### config.mk
export PLATFORM = sky130hd
export DESIGN_NAME = fifo_axis_reader
export DESIGN_NICKNAME = d
export VERILOG_FILES = /design/src/rtl/fifo_axis_reader.sv
export SDC_FILE = /design/constraint.sdc
export NUM_CORES = 1
export LEC_CHECK = 0
export ABC_CLOCK_PERIOD_IN_PS = 1800
export CAP_MARGIN = 5
export CORE_MARGIN = 2
export CORE_UTILIZATION = 45
export CTS_CLUSTER_SIZE = 12
export DETAILED_ROUTE_END_ITERATION = 8
export PLACE_DENSITY = 0.85
export SLEW_MARGIN = 10
export SYNTH_ARGS = -nofsm -noshare
export SYNTH_HDL_FRONTEND = slang
export SYNTH_SLANG_ARGS = --single-unit
### constraint.sdc
create_clock -name clk -period 1.8 [get_ports clk]
set_clock_uncertainty 0.1 [all_clocks]
set_input_delay 0.45 -clock clk [delete_from_list [all_inputs] [get_ports clk]]
set_output_delay 0.45 -clock clk [all_outputs]
set_load 0.01 [all_outputs]
### src/rtl/fifo_axis_reader.sv
// Drains a registered-output sync FIFO into an AXI4-Stream master through a 2-entry skid buffer.
// Optional hs/stall statistics ports are enabled by defining FIFO_AXIS_READER_STATS_EN.
module fifo_axis_reader #(
    parameter int DATA_WIDTH = 32,
    parameter int PKT_LEN    = 16,
    parameter int CNT_WIDTH  = 16
) (
    input  logic                  clk,
    input  logic                  rst_n,
    input  logic                  enable,
    input  logic                  fifo_empty,
    output logic                  fifo_pop,
    input  logic [DATA_WIDTH-1:0] fifo_dout,
    output logic [DATA_WIDTH-1:0] m_axis_tdata,
    output logic                  m_axis_tvalid,
    input  logic                  m_axis_tready,
    output logic                  m_axis_tlast
`ifdef FIFO_AXIS_READER_STATS_EN
    ,
    output logic [31:0]           stat_beats,
    output logic [31:0]           stat_stall
`endif
);

    localparam logic [CNT_WIDTH-1:0] LAST_BEAT = CNT_WIDTH'(PKT_LEN - 1);

    typedef enum logic [1:0] {
        S_EMPTY = 2'd0,
        S_ONE   = 2'd1,
        S_TWO   = 2'd2
    } state_t;

    state_t                r_state;
    state_t                w_state_next;
    logic                  r_pop_d1;
    logic                  r_tvalid;
    logic [DATA_WIDTH-1:0] r_data0;
    logic [DATA_WIDTH-1:0] r_data1;
    logic                  r_last0;
    logic                  r_last1;
    logic [CNT_WIDTH-1:0]  r_cap_cnt;
    logic [CNT_WIDTH-1:0]  r_beat_cnt;

    logic                  w_hs;
    logic                  w_cap_last;
    logic                  w_load0;
    logic                  w_load1;
    logic                  w_shift;
    logic [2:0]            w_occ;

    assign w_hs       = r_tvalid && m_axis_tready;
    assign w_cap_last = (r_cap_cnt == LAST_BEAT);

    always_ff @(posedge clk or negedge rst_n) begin
        if (!rst_n) begin
            r_state <= S_EMPTY;
        end else begin
            r_state <= w_state_next;
        end
    end

    always_comb begin
        // NOTE: default assignment first so every path drives the signal and no latch is inferred.
        w_state_next = r_state;
        unique case (r_state)
            S_EMPTY: if (r_pop_d1) w_state_next = S_ONE;
            S_ONE: begin
                if (r_pop_d1 && !w_hs)      w_state_next = S_TWO;
                else if (!r_pop_d1 && w_hs) w_state_next = S_EMPTY;
            end
            S_TWO:   if (w_hs && !r_pop_d1) w_state_next = S_ONE;
            default: w_state_next = S_EMPTY;
        endcase
    end

    // Occupancy counts buffered words plus the word still inside the FIFO's read register.
    always_comb begin
        w_load0  = 1'b0;
        w_load1  = 1'b0;
        w_shift  = 1'b0;
        w_occ    = 3'(r_state) + {2'b00, r_pop_d1};
        fifo_pop = rst_n && enable && !fifo_empty && (w_occ < (3'd2 + {2'b00, w_hs}));
        unique case (r_state)
            S_EMPTY: w_load0 = r_pop_d1;
            S_ONE: begin
                w_load0 = r_pop_d1 && w_hs;
                w_load1 = r_pop_d1 && !w_hs;
            end
            S_TWO: begin
                w_shift = w_hs;
                w_load1 = r_pop_d1 && w_hs;
            end
            default: ;
        endcase
    end

    always_ff @(posedge clk or negedge rst_n) begin
        if (!rst_n) begin
            // NOTE: the skid entries are reset (unlike a plain RAM) because tdata/tlast must read 0 out of reset.
            r_data0    <= '0;
            r_data1    <= '0;
            r_last0    <= 1'b0;
            r_last1    <= 1'b0;
            r_pop_d1   <= 1'b0;
            r_tvalid   <= 1'b0;
            r_cap_cnt  <= '0;
            r_beat_cnt <= '0;
        end else begin
            // NOTE: non-blocking assignments so every register samples pre-edge values.
            r_pop_d1 <= fifo_pop && !fifo_empty;
            r_tvalid <= (w_state_next != S_EMPTY);
            if (w_shift) begin
                r_data0 <= r_data1;
                r_last0 <= r_last1;
            end else if (w_load0) begin
                r_data0 <= fifo_dout;
                r_last0 <= w_cap_last;
            end
            if (w_load1) begin
                r_data1 <= fifo_dout;
                r_last1 <= w_cap_last;
            end
            if (r_pop_d1) begin
                r_cap_cnt <= w_cap_last ? '0 : r_cap_cnt + 1'b1;
            end
            if (w_hs) begin
                r_beat_cnt <= (r_beat_cnt == LAST_BEAT) ? '0 : r_beat_cnt + 1'b1;
            end
        end
    end

    assign m_axis_tdata  = r_data0;
    assign m_axis_tlast  = r_last0;
    assign m_axis_tvalid = r_tvalid;

    // Delivery order equals capture order, so the output-side beat count must agree with the stored tlast.
    a_tlast_matches_beat: assert property (@(posedge clk) disable iff (!rst_n)
        w_hs |-> ((r_beat_cnt == LAST_BEAT) == m_axis_tlast));

`ifdef FIFO_AXIS_READER_STATS_EN
    logic [31:0] r_stat_beats;
    logic [31:0] r_stat_stall;

    always_ff @(posedge clk or negedge rst_n) begin
        if (!rst_n) begin
            r_stat_beats <= '0;
            r_stat_stall <= '0;
        end else begin
            if (w_hs) r_stat_beats <= r_stat_beats + 32'd1;
            if (r_tvalid && !m_axis_tready && (r_stat_stall != 32'hFFFF_FFFF)) begin
                r_stat_stall <= r_stat_stall + 32'd1;
            end
        end
    end

    assign stat_beats = r_stat_beats;
    assign stat_stall = r_stat_stall;
`endif

endmodule

Yosys cells after proc, flatten, opt, wreduce, memory -nomap -nowiden
Index checks and enable logic that the tools add are counted.
{ "classes": {"mux": 13, "n_eq_ne": 3, "reduce_logical": 14, "addsub": 3, "n_lt_le_gt_ge": 1} }
{ "op_table": {"columns": ["op", "n"], "rows": [
  ["32-bit two-way mux", 2],
  ["16-bit by 1-bit adder with 16-bit output, second input constant", 1],
  ["16-bit by 4-bit equality test with 1-bit output, second input constant", 1],
  ["16-bit two-way mux", 1],
  ["1-bit logical AND", 8],
  ["2-bit two-way mux", 4],
  ["2-bit one-hot mux with 3 select lines", 1],
  ["1-bit one-hot mux with 2 select lines", 2],
  ["2-bit nonzero test", 2],
  ["2-bit by 1-bit adder with 3-bit output", 1],
  ["2-bit by 1-bit adder with 3-bit output, first input constant", 1],
  ["1-bit zero test", 3],
  ["3-bit < comparator", 1],
  ["1-bit two-way mux", 3],
  ["2-bit by 1-bit equality test with 1-bit output, second input constant", 1],
  ["2-bit equality test, second input constant", 1],
  ["2-bit zero test", 1]
]} }
{ "totals": {"input_bits": 37, "register_bits": 86, "output_inout_bits": 35, "word_cells": 42} }

Longest topological paths before layout
Gate-level depths: netlist of run 1.
{ "depth": {"ltp_word": 6, "ltp_mapped": 8} }

Worst setup path before layout of run 1
No wires, ideal clock.
{ "synth_timing": {"path_kind": "register to output", "from": "register r_pop_d1", "to": "output port fifo_pop", "required_time_ns": 1.250, "arrival_ns": 1.481, "stages_incl_launch_ff": 6, "path_slack_ns": -0.231, "n_path_buf": 1, "cell_sequence": "dfrtp_1 > buf_6 > inv_1 > ha_1 > o21ai_0 > nor4b_1"} }
{ "synth_via": {"elab_chain_len": 3} }
{ "synth_lines": {"columns": ["item", "line_no", "rtl"], "rows": [
  ["start: declaration", "35", "logic r_pop_d1;"],
  ["start signal: assignment", "110", "r_pop_d1 <= fifo_pop && !fifo_empty;"],
  ["2-bit by 1-bit adder with 3-bit output", "81", "w_occ = 3'(r_state) + {2'b00, r_pop_d1};"],
  ["3-bit < comparator", "82", "fifo_pop = rst_n && enable && !fifo_empty && (w_occ < (3'd2 + {2'b00, w_hs}));"],
  ["1-bit logical AND", "82", null],
  ["end: declaration", "12", "output logic fifo_pop,"]
]} }
Every way passes these cells.

Worst setup path after layout of run 1
{ "layout_timing": {"from": "register r_state[0]", "to": "output port fifo_pop"} }
{ "layout_via": {"elab_chain_len": 3} }
{ "layout_lines": {"columns": ["item", "line_no", "rtl"], "rows": [
  ["start: declaration", "33", "state_t r_state;"],
  ["start signal: assignment", "58", "r_state <= w_state_next;"],
  ["2-bit by 1-bit adder with 3-bit output", "81", null],
  ["3-bit < comparator", "82", null],
  ["1-bit logical AND", "82", null]
]} }
Every way passes these cells.

==> results.cfg, run 1 <==
[setup_path]
critPathMaxFanout = 3
crit_chain = ha_2, ha_4, o21ai_2, nor4b_4, buf_2
cp_slowest_cell = dfrtp_1
crit_path_end_kind = primary output
crit_buf_inv = 1
critical_path_class = register to primary output
required_ns = 1.25
crit_arrival_ns = 1.58
path_delay_family = flip-flops
critical-path-max-stage-delay_ns = 0.42
start_kind = register

[synthesis]
synthFlopType = dfrtp_1
syn_nets = 359
syn_area_per_cell_um2 = 12.7
ys_top_cells_by_area = dfrtp_1 (54%), mux2_4 (11%), mux2i_1 (8.3%), nand2_1 (4.1%), o21ai_0 (3.0%)
yosysSeqAreaShare_pct = 54.0
synth_largest_area_cell = dfrtp_1
ys_ff_latch = 86
synth_most_common_cell = dfrtp_1
ys_async_sr_fraction_pct = 100
ys_top_cells_by_count = dfrtp_1 (86), nand2_1 (43), mux2i_1 (33)
ys_warn_count = 0
synthCells = 314
netlist.area_leader.share_pct = 54.0
synth_edf_count = 0
netlist_area_um2 = 3990
yosys.cell_types.count = 37

[clock_tree]
clock_latency_ns = 0.34
cts_tree = done
ctsLongestPathBuffers = 2
cts_buffers = 9
cts_root_buffer = clkbuf_8
cts.htree.levels = 3
cts.sinks = 86
clkTransAtPathRegs_ns = 0.08

[global_route]
antenna_found_initial = 0
grt_pass1_wl_um = 15000
grt_max_degree = 55
grt_pass1_vias = 3008
overflow = 0
grt_usage_pct = 19.5

[final_layout]
final_layout_size_suffix_gt1_share_pct = 28.4
fillers = 655
nNetsFinal = 470
diodes = 0
final_cells = 537
area_growth_pct = 40.1
final_cell_area_um2 = 5580

[detailed_routing]
routed_wl_um = 9070
post-route-drc-count = 0
wl_per_cell_um = 16.9
drt_iter0_drc = 81
dr.pass1.iters = 4
dr_total_vias = 2781
via_per_inst = 5.18
ant_nets = 0

[sta]
fmax_mhz = 470
tns_ns = -13.36
period_share_pct = 118
fin_crit_ns = 2.13
slew_headroom_pct = 56.2
finalHoldViolCount = 0
setup_ws_ns = -0.328
tightestPinTransition_ns = 0.657
setup_viol = 68
holdWs_ns = 0.0297
rsz0062_at_grt = yes
slew_viol_final = 0

[floorplanning]
die_y_um = 98.1
die-area_um2 = 9620
start_util_pct = 46.1
io_pins = 72
coreArea_um2 = 8640
die_w_um = 98.1
fp-row-count = 34

[power_and_ir_drop]
power_leakage_nw = 2.79
total_power_w = 0.00638
ir_drop_mv = 0.470
p_per_area_nw_per_um2 = 1140

[run_status]
status = complete, but fails checks
violations = negative setup slack

[placement]
place.detailed.instances = 500
portBuffers = 71
gp_congestion = 0.755
dpl_cell_area_um2 = 4930
dp_hpwl_um = 5550

[worst_hold_path]
hp-class = input pin to asynchronous set/reset pin

[run]
maxCapViolCount = 0
==> per-layer routing <==
layer / global-route usage (%) / share of wire (%)
met1: 24.8 / 42
met5: 0 / 0
met2: 33.7 / 53
met3: 2.79 / 3.2
met4: 7.69 / 1.8
==> sequential cells by signal, indices dropped and copies added (netlist names) <==
signal and count:
r_cap_cnt 16, m_axis_tlast 1, r_data1 32, r_last1 1
r_state 2, r_pop_d1 1, m_axis_tvalid 1, m_axis_tdata 32
==> per-stage QoR <==
stage	setup slack, ns	util, %
floorplan	-0.0474	-
global placement	-0.661	57.1
detailed placement	-0.694	57.1
CTS	-0.359	63.3
global route	-0.389	64.6
finish	-0.328	64.6
==> logic make-up (layout without fill, tap and decap cells) <==
group                    after synthesis  in the layout  synth area share [%]
buffers and inverters                 18            133                  3.64
adder cells (fa/ha/maj)                8              8                  2.51
XOR/XNOR                              14             14                  3.08
AND/OR/NAND/NOR                       78             78                  9.92
AO/OA/AOI/OAI                         43             43                  6.12
flip-flops                            86             86                  54.0
multiplexers                          67             67                  20.7
==> where the power goes <==
group / leakage [nW] / switching, W / internal, W
clock: 0.0952 / 0.000659 / 0.000668
combinational: 1.57 / 0.000964 / 0.00131
sequential: 1.12 / 0.000319 / 0.00245
total: 2.79 / 0.00194 / 0.00444
==> cell type report <==
type                            count  area (um2)  area share [%]
Clock buffer                       11         141            2.53
Clock inverter                      4        47.5           0.852
Inverter                            3        13.8           0.247
Multi-Input combinational cell    210        1840            32.9
Sequential cell                    86        2150            38.6
Tap cell                          108         135            2.42
Timing Repair Buffer              115        1250            22.5
==> placed cells by master, fill, tap and decap left out, drive strengths merged, types with 2 or more instances in the layout <==
cell            n
dfrtp          86
nand2          43
clkbuf         12
nor4b           2
o21ai          36
a21oi           2
xnor2           6
nand3           6
nor4            2
nor2            7
dlymetal6s2s   10
clkinv          2
nor3            2
and3            6
mux2           34
dlygate4sd2    24
xor2            8
and4            3
a211oi          2
buf            45
ha              8
mux2i          33
clkdlybuf4s50  35
nand4           2
inv             3
==> worst paths after layout <==
| check | to | from | slack, ns | cells after the start |
|---|---|---|---|---|
| min in group clk | r_pop_d1 | rst_n | 0.34 | 3 |
| hold / removal | r_state[0] | rst_n | 0.03 | 2 |
| setup / recovery | fifo_pop | r_state[0] | -0.33 | 5 |
| hold reg to reg | r_cap_cnt[15] | r_cap_cnt[15] | 0.39 | 1 |
| max in group asynchronous | r_data1[28] | rst_n | 0.55 | 3 |
| setup reg to reg | m_axis_tdata[2] | r_state[0] | -0.25 | 10 |
==> timing repair <==
action | in CTS | in global routing
gates resized for setup | 62 | 45
gates cloned | 5 | 1
hold buffers | 0 | 0
buffers inserted | 12 | 10
pin swaps | 7 | 11
endpoints found under the setup margin | 92 | 82
Power figures use the tool's default switching activity.
==> run 2: changes to the inputs <==
--- a/config.mk
+++ b/config.mk
@@ -7,10 +7,11 @@
 export LEC_CHECK = 0
 export ABC_CLOCK_PERIOD_IN_PS = 1800
 export CAP_MARGIN = 5
-export CORE_MARGIN = 2
+export CORE_ASPECT_RATIO = 1.4
 export CORE_UTILIZATION = 45
 export CTS_CLUSTER_SIZE = 12
 export DETAILED_ROUTE_END_ITERATION = 8
+export MAX_ROUTING_LAYER = met4
 export PLACE_DENSITY = 0.85
 export SLEW_MARGIN = 10
 export SYNTH_ARGS = -nofsm -noshare
==> run 2 against run 1 <==
  * The run still ends with negative setup slack left
  * Hold slack gained 0.27 ns
  * Sequential power is essentially flat
  * Utilization grew 1.4 points
  * Power grew 9.9%
  * Register-to-register slack gained 0.03 ns
  * First-iteration DRC count grew 70%
  * Non-clock buffer count shrank 7
  * Sequential share of layout area shrank 0.69 points
  * Largest cell class unchanged
==> results.cfg, run 2 (same netlist as run 1, synthesis figures left out) <==
[sta]
setup_ws_ns = -0.335
holdWs_ns = 0.301
period_share_pct = 119
fmax_mhz = 468
tns_ns = -9.84
finalHoldViolCount = 0
slew_headroom_pct = 27.4
fin_crit_ns = 2.13
slew_viol_final = 0
tightestPinTransition_ns = 1.09
rsz0062_at_grt = yes
setup_viol = 60

[worst_hold_path]
hp-class = input pin to asynchronous set/reset pin

[placement]
portBuffers = 71
pre_cts_ws_ns = -0.713
gp_congestion = 0.792
dp_hpwl_um = 5360

[power_and_ir_drop]
power_leakage_nw = 2.88
ir_drop_mv = 0.856
p_per_area_nw_per_um2 = 1230

[setup_path]
critPathCapture = fifo_pop
critical_path_class = register to primary output
critical-path-max-stage-delay_ns = 0.41
critPathMaxFanout = 3
crit_buf_inv = 1
r2r_setup_slack_ns = -0.22
rr_startpoint = r_state[0]
r2r_end = r_data1[1]
cp.depth = 5
crit_path_end_kind = primary output
required_ns = 1.25
crit_arrival_ns = 1.58
crit_chain = ha_2, ha_4, o21ai_2, nor4b_4, buf_2
crit_start = r_state[0]
path_delay_family = adder cells
start_kind = register
cp_slowest_cell = dfrtp_1
reg2regPathDepth = 10

[final_layout]
diodes = 0
final_layout_size_suffix_gt1_share_pct = 28.1
final_cell_mix = dfrtp_1 (85), nand2_1 (41), clkdlybuf4s50_1 (40)
area_growth_pct = 42.6
layout_commonest_cell = dfrtp_1
nNetsFinal = 463

[clock_tree]
cts.sinks = 86
cts_hold_buf = 0
clkTransAtPathRegs_ns = 0.06
cts_root_buffer = clkbuf_16
ctsLongestPathBuffers = 2
cts_tree = done
cts.htree.levels = 3
clock_latency_ns = 0.33
cts_buffers = 9

[detailed_routing]
ant_nets = 0
routed_wl_um = 9230
dr.pass1.iters = 4
dr_total_vias = 2804
post-route-drc-count = 0
drt_iter0_drc = 138
via_per_inst = 5.31
wl_per_cell_um = 17.5

[global_route]
antenna_found_initial = 0
grt_usage_pct = 22.2
grt_pass1_wl_um = 15000
overflow = 0
grt_max_degree = 87
grt_pass1_vias = 3083

[run_status]
status = complete, but fails checks
violations = negative setup slack

[floorplanning]
coreArea_um2 = 8610
io_pins = 72
die_y_um = 113
start_util_pct = 46.3
fp-row-count = 40
die_w_um = 81.5
die-area_um2 = 9240

[run]
maxCapViolCount = 0
-- run 2: changes by cell type in the layout (fill, tap and decap cells not counted), sizes merged --
| cell | before | now |
|---|---|---|
| dlygate4sd2 | 24 | 4 |
| clkdlybuf4s50 | 35 | 40 |
| clkinv | 2 | 3 |
| buf | 45 | 39 |
| clkinvlp | 1 | 3 |
| dlymetal6s2s | 10 | 25 |
| clkbuf | 12 | 9 |
-- run 2: worst min-delay path by stage --
stage | to | start | cells after the start | slack, ns
after floorplan | m_axis_tdata[0] | rst_n | 0 | 0.05
after global placement | m_axis_tdata[13] | r_data1[13] | 2 | 0.36
after detailed placement | m_axis_tdata[20] | r_data1[20] | 2 | 0.37
after CTS | r_state[0] | rst_n | 2 | 0.37
after global routing | r_cap_cnt[11] | r_cap_cnt[11] | 1 | 0.40
final | m_axis_tvalid | rst_n | 2 | 0.30
-- run 2: worst reg2reg max path, stage by stage (launching register included) --
cell and delay [ns]:
dfrtp_1 0.41, inv_2 0.10, buf_6 0.10, buf_6 0.10
ha_4 0.12, and3_4 0.20, a21oi_4 0.04, nor2_4 0.13
buf_4 0.14, buf_12 0.14, mux2_4 0.31
-- run 2: metal layers --
| layer | part of all wire, % | global-route usage, % | vias to the layer above |
|---|---|---|---|
| met3 | 3.8 | 4.11 | 8 |
| li1 | - | - | 1306 |
| met1 | 42 | 26.1 | 1422 |
| met2 | 53 | 37.4 | 68 |
| met5 | 0 | - | - |
| met4 | 0.96 | 7.62 | 0 |
-- run 2: cell type report --
| class | instances | area, um2 |
|---|---|---|
| Timing Repair Buffer | 108 | 1230 |
| Fill cell | 597 | 2920 |
| Inverter | 3 | 16.3 |
| Clock buffer | 9 | 225 |
| Tap cell | 105 | 131 |
| Clock inverter | 7 | 75.1 |
| Sequential cell | 86 | 2150 |
| Multi-Input combinational cell | 210 | 1850 |
-- run 2: where the power goes --
group | switching (W) | internal, W
logic | 0.000970 | 0.00139
registers | 0.000338 | 0.00246
clock network | 0.000777 | 0.00108
total | 0.00208 | 0.00492
-- run 2: stage by stage --
stage / area, um2 / std cells / util (%) / power, W
final: 5680 / 528 / 66.0 / 0.00701
after global routing: 5680 / 528 / 66.0 / 0.00739
after CTS: 5680 / 533 / 65.9 / 0.00706
after detailed placement: 4910 / 495 / 57.1 / 0.00489
after global placement: 4910 / 495 / 57.1 / 0.00479
after floorplan: 4030 / 314 / - / 0.00376
-- run 2: what timing repair did --
| item | CTS | global route |
|---|---|---|
| setup endpoints to repair | 71 | 94 |
| gates resized for setup | 68 | 49 |
| setup buffers | 15 | 5 |
| gates cloned | 7 | 0 |
| pin swaps | 11 | 7 |
